File: src/rtl/db_pkg.sv
// Shared constants and width helpers for the multi-channel switch debouncer.
package db_pkg;

   localparam int DEF_CH          = 4;
   localparam int DEF_TICK_DIV    = 500000;  // 5 ms sample period on a 100 MHz board clock
   localparam int DEF_STABLE      = 3;
   localparam int DEF_SYNC_STAGES = 2;

   function automatic int clog2_f(input int value);
      int result;
      int v;
      result = 32'sd0;
      v      = value - 32'sd1;
      while (v > 32'sd0) begin
         result = result + 32'sd1;
         v      = v >>> 1;
      end
      return result;
   endfunction

   // Register width for a counter; never narrower than one bit.
   function automatic int width_f(input int value);
      return (clog2_f(value) < 32'sd1) ? 32'sd1 : clog2_f(value);
   endfunction

endpackage

File: src/rtl/db_channel.sv
// One debounce channel: input synchroniser, stable-tick counter, debounced
// level and registered rise/fall pulses.
module db_channel
   import db_pkg::*;
#(
   parameter int STABLE      = DEF_STABLE,
   parameter int SYNC_STAGES = DEF_SYNC_STAGES
) (
   input  logic clk,
   input  logic reset_n,
   input  logic sw_i,
   input  logic tick,
   output logic db,
   output logic rise,
   output logic fall
);

   localparam int            CW       = width_f(STABLE + 1);
   localparam logic [CW-1:0] CNT_LAST = CW'(STABLE - 32'sd1);
   localparam logic [CW-1:0] CNT_ONE  = CW'(32'd1);

   logic [SYNC_STAGES-1:0] sync_r;
   logic                   s_s;
   logic [CW-1:0]          cnt_r;
   logic [CW-1:0]          cnt_nxt_s;
   logic                   db_r;
   logic                   db_nxt_s;
   logic                   rise_r;
   logic                   rise_nxt_s;
   logic                   fall_r;
   logic                   fall_nxt_s;

   assign s_s = sync_r[SYNC_STAGES-1];

   // Synchroniser chain for the asynchronous switch input
   always_ff @(posedge clk or negedge reset_n) begin
      if (!reset_n) begin
         sync_r <= {SYNC_STAGES{1'b0}};
      end else begin
         sync_r <= {sync_r[SYNC_STAGES-2:0], sw_i};
      end
   end

   // Next-state: count ticks while the input disagrees, flip after STABLE of them
   always_comb begin
      cnt_nxt_s  = cnt_r;
      db_nxt_s   = db_r;
      rise_nxt_s = 1'b0;
      fall_nxt_s = 1'b0;
      if (s_s == db_r) begin
         cnt_nxt_s = {CW{1'b0}};
      end else if (tick) begin
         if (cnt_r == CNT_LAST) begin
            db_nxt_s   = ~db_r;
            cnt_nxt_s  = {CW{1'b0}};
            rise_nxt_s = ~db_r;
            fall_nxt_s = db_r;
         end else begin
            cnt_nxt_s = cnt_r + CNT_ONE;
         end
      end else begin
         cnt_nxt_s = cnt_r;
      end
   end

   // Channel state and edge pulse registers
   always_ff @(posedge clk or negedge reset_n) begin
      if (!reset_n) begin
         cnt_r  <= {CW{1'b0}};
         db_r   <= 1'b0;
         rise_r <= 1'b0;
         fall_r <= 1'b0;
      end else begin
         cnt_r  <= cnt_nxt_s;
         db_r   <= db_nxt_s;
         rise_r <= rise_nxt_s;
         fall_r <= fall_nxt_s;
      end
   end

   assign db   = db_r;
   assign rise = rise_r;
   assign fall = fall_r;

endmodule

File: src/rtl/db_multi.sv
// Multi-channel switch debouncer: one shared sample-tick prescaler driving
// CH independent debounce channels.
module db_multi
   import db_pkg::*;
#(
   parameter int CH          = DEF_CH,
   parameter int TICK_DIV    = DEF_TICK_DIV,
   parameter int STABLE      = DEF_STABLE,
   parameter int SYNC_STAGES = DEF_SYNC_STAGES
) (
   input  logic          clk,
   input  logic          reset_n,
   input  logic [CH-1:0] sw,
   output logic [CH-1:0] db,
   output logic [CH-1:0] rise,
   output logic [CH-1:0] fall,
   output logic          tick
);

   localparam int            PW       = width_f(TICK_DIV);
   localparam logic [PW-1:0] PRE_LAST = PW'(TICK_DIV - 32'sd1);
   localparam logic [PW-1:0] PRE_ONE  = PW'(32'd1);

   logic [PW-1:0] pre_r;
   logic          tick_s;

   // With TICK_DIV=1 the counter sits at 0 == PRE_LAST, so tick is always high.
   assign tick_s = (pre_r == PRE_LAST);
   assign tick   = tick_s;

   // Sample-tick prescaler, wraps at TICK_DIV-1
   always_ff @(posedge clk or negedge reset_n) begin
      if (!reset_n) begin
         pre_r <= {PW{1'b0}};
      end else if (tick_s) begin
         pre_r <= {PW{1'b0}};
      end else begin
         pre_r <= pre_r + PRE_ONE;
      end
   end

   for (genvar g = 0; g < CH; g++) begin : g_ch
      db_channel #(
         .STABLE      (STABLE),
         .SYNC_STAGES (SYNC_STAGES)
      ) u_ch (
         .clk     (clk),
         .reset_n (reset_n),
         .sw_i    (sw[g]),
         .tick    (tick_s),
         .db      (db[g]),
         .rise    (rise[g]),
         .fall    (fall[g])
      );
   end

endmodule

File: config.mk
export PLATFORM = sky130hd
export DESIGN_NAME = db_multi
export DESIGN_NICKNAME = d
export VERILOG_FILES = /design/src/rtl/db_pkg.sv /design/src/rtl/db_channel.sv /design/src/rtl/db_multi.sv
export SDC_FILE = /design/constraint.sdc
export NUM_CORES = 1
export LEC_CHECK = 0
export BUFFER_PORTS_ARGS = -buffer_cell sky130_fd_sc_hd__clkbuf_2
export CAP_MARGIN = 40
export CORE_MARGIN = 2
export CORE_UTILIZATION = 58
export DETAILED_ROUTE_END_ITERATION = 12
export PLACE_DENSITY = 0.85
export SKIP_LAST_GASP = 1
export SYNTH_ARGS = -nofsm -noshare
export SYNTH_HDL_FRONTEND = slang
export SYNTH_SLANG_ARGS = --single-unit
export TNS_END_PERCENT = 5
File: constraint.sdc
create_clock -name clk -period 2.2 [get_ports clk]
set_clock_uncertainty 0.2 [all_clocks]
set_input_delay 0.33 -clock clk [delete_from_list [all_inputs] [get_ports clk]]
set_output_delay 0.33 -clock clk [all_outputs]
set_load 0.02 [all_outputs]
==> impl_metrics.json <==
{
  "crit_type": "flop to output port",
  "report.final.slew_viol_count": 0,
  "synth.avg_cell_area_um2": 11.3,
  "yosysSeqAreaShare_pct": 56.4,
  "critPathArrivalTime_ns": 1.67,
  "final_cell_mix": "dfrtp_1, buf_4, clkbuf_2, nor2_1, xnor2_1",
  "ir_worst_vdd_mv": 0.306,
  "initial_utilization_pct": 61.5,
  "ys_seq_elements": 47,
  "setup_viol": 0,
  "syn_inst": 184,
  "gr-usage-met3_pct": 5.81,
  "clock_sinks": 47,
  "worstHoldPathType": "flop to flop",
  "path_clk_slew_ns": 0.13,
  "n_fill_cell": 226,
  "gr-usage-met1_pct": 26.4,
  "hold_viol_final": 0,
  "crit_family": "simple AND/OR/NAND/NOR gates",
  "gp_congestion": 0.919,
  "wl_per_cell_um": 16.1,
  "portBuffers": 18,
  "fmax_mhz": 455,
  "rsz0062_at_grt": "yes",
  "areaGrowthSynthToFinish_pct": 18.8,
  "tns_ns": 0,
  "dr.pass1.iters": 4,
  "nets": 230,
  "cp_data_required_time_ns": 1.67,
  "clk_path_buf_depth": 2,
  "die_x_um": 64.0,
  "grt_pass1_wl_mm": 7.22,
  "status": "complete, no violations",
  "h-tree-depth": 2,
  "via_count": 1555,
  "crit_slowest_cell": "dfrtp_1",
  "p_per_area_mw_per_mm2": 523,
  "tightest_slew_ns": 0.577,
  "drc_errors": 0,
  "crit_chain": "and4bb_2 > nand3_4 > or2_4 > inv_2 > buf_8",
  "n_antenna_cell": 0,
  "yosys-top-cells-area": "dfrtp_1, xnor2_1, buf_4, and3b_1, xor2_1",
  "yosysWarnings": 0,
  "rows": 21,
  "pin_count": 19,
  "fp.dieArea_mm2": 0.00409,
  "vias_per_cell": 5.78,
  "numCtsBuffers": 5,
  "clkLatencyLatePin_ns": 0.37,
  "period_minus_slack_ns": 2.20,
  "synth_nets": 191,
  "whs_path_depth": 0,
  "grt_max_degree": 48,
  "area.sequential_mm2": 0.00118,
  "finalCritPeriodShare_pct": 99.9,
  "async_flop_share_pct": 100,
  "worst_slack_ns": 0.00154,
  "r2r_cells": 6,
  "ant_nets": 0,
  "top_usage_layer": "met2",
  "p_total_w": 0.00130,
  "totalWireLength_mm": 4.33,
  "hpwl_mm": 2.85,
  "synth_edf_count": 0,
  "power.leakage_nw": 1.18,
  "core-area_mm2": 0.00339,
  "final_common_cell": "dfrtp_1",
  "crit_fanout": 3,
  "cts_root_buffer": "clkbuf_4",
  "drtIter0Drc": 114,
  "cts_tree": "done",
  "cap_violations": 0,
  "cpPeakStageDelay_ns": 0.42,
  "synth_area_mm2": 0.00209,
  "finalHoldWorstSlack_ns": 0.167,
  "grt_overflow": 0,
  "synth_top_area_share_pct": 56.4,
  "dieHeight_um": 64.0,
  "crit_buf_inv": 2,
  "drive_gt1_share_pct": 28.7,
  "antenna_found_initial": 0,
  "track_usage_pct": 23.3,
  "synth_ff_type": "dfrtp_1",
  "synth.distinct_cells": 32,
  "worstSetupStartpointType": "flop",
  "endpoint_kind": "output port",
  "slew_headroom_pct": 61.5,
  "pre_cts_ws_ns": 0.0126,
  "path_depth": 5,
  "grt_use_met2_pct": 42.6,
  "multi_input_area_um2": 852,
  "yosys.area.top_type": "dfrtp_1",
  "grt_pass1_vias": 1559
}
cells by family (layout without fill, tap and decap cells):
| kind of cell | after synthesis | after routing | synth area share (%) |
|---|---|---|---|
| DFF | 47 | 47 | 56.4 |
| AOI/OAI and AO/OA | 20 | 20 | 5.04 |
| xor gates and xnor gates | 19 | 19 | 7.98 |
| muxes | 4 | 4 | 2.16 |
| and+or+nand+nor | 74 | 74 | 22.3 |
| buffers and inverters | 19 | 58 | 5.58 |
| adders and majority gates | 1 | 1 | 0.600 |
state kept, by name, indices dropped and copies added, names as in the netlist:
signal	flops
g_ch.u_ch.db	4
g_ch.u_ch.cnt_r	8
g_ch.u_ch.fall	4
g_ch.u_ch.sync_r	8
pre_r	19
g_ch.u_ch.rise	4
worst paths after layout:
check	to	slack, ns	startpoint
worst max register to register	g_ch[3].u_ch.cnt_r[0]$_DFFE_PN0P_	0.002	pre_r[1]$_DFF_PN0_
max in group asynchronous	pre_r[15]$_DFF_PN0_	1.04	reset_n
worst max-delay path	tick	0.002	pre_r[14]$_DFF_PN0_
worst min register to register	g_ch[3].u_ch.sync_r[1]$_DFF_PN0_	0.17	g_ch[3].u_ch.sync_r[0]$_DFF_PN0_
worst min-delay path	g_ch[3].u_ch.sync_r[1]$_DFF_PN0_	0.17	g_ch[3].u_ch.sync_r[0]$_DFF_PN0_
min in group asynchronous	g_ch[1].u_ch.cnt_r[0]$_DFFE_PN0P_	0.37	reset_n
cell usage after synthesis (all sizes together) (2+ instances only):
cell and n:
a21oi 10, and3 5, and3b 8, buf 12, clkbuf 2, dfrtp 47
inv 5, mux2 4, nand2 6, nand3 9, nand4 8, nor2 13
nor3 2, nor4 6, nor4b 3, o21ai 8, o31ai 2, or3 2
or4 6, xnor2 11, xor2 8
worst register-to-register path, delay by kind of cell (launching register included):
family | cells | cell delay [ns]
AND/OR/NAND/NOR | 3 | 1.07
flip-flops | 1 | 0.41
AO/OA/AOI/OAI | 1 | 0.17
adder cells (fa/ha/maj) | 1 | 0.16
buffers and inverters | 1 | 0.13
where the power goes:
part | switching [W] | internal, W | total, W
Combinational | 0.0000205 | 0.0000131 | 0.0000336
Clock | 0.000269 | 0.000119 | 0.000388
Sequential | 0.00000450 | 0.000871 | 0.000876
Total | 0.000294 | 0.00100 | 0.00130
layout make-up:
cell class	instances	area share [%]
tap	46	2.32
clock buffer	5	1.51
sequential	47	47.5
timing repair buffer	46	13.0
inverter	5	0.757
clock inverter	2	0.555
multi-input combinational	118	34.4
metal layers:
metal,up-vias,share of wire [%]
li1,727,-
met1,770,39
met2,49,55
met3,9,4.3
met4,0,2.1
met5,-,0
per-stage QoR:
| stage | util (%) | area (µm²) | instances |
|---|---|---|---|
| floorplan | - | 2090 | 184 |
| global placement | 65.9 | 2230 | 247 |
| detailed placement | 65.9 | 2230 | 247 |
| CTS | 71.9 | 2440 | 265 |
| global route | 73.1 | 2480 | 269 |
| finish | 73.1 | 2480 | 269 |
timing repair:
item,in CTS,in global routing
buffers inserted,6,5
endpoints found under the hold margin,51,0
pin swaps,3,2
endpoints found under the setup margin,1,19
resized for setup,12,3
hold buffers,5,0
Power figures use the tool's default switching activity.
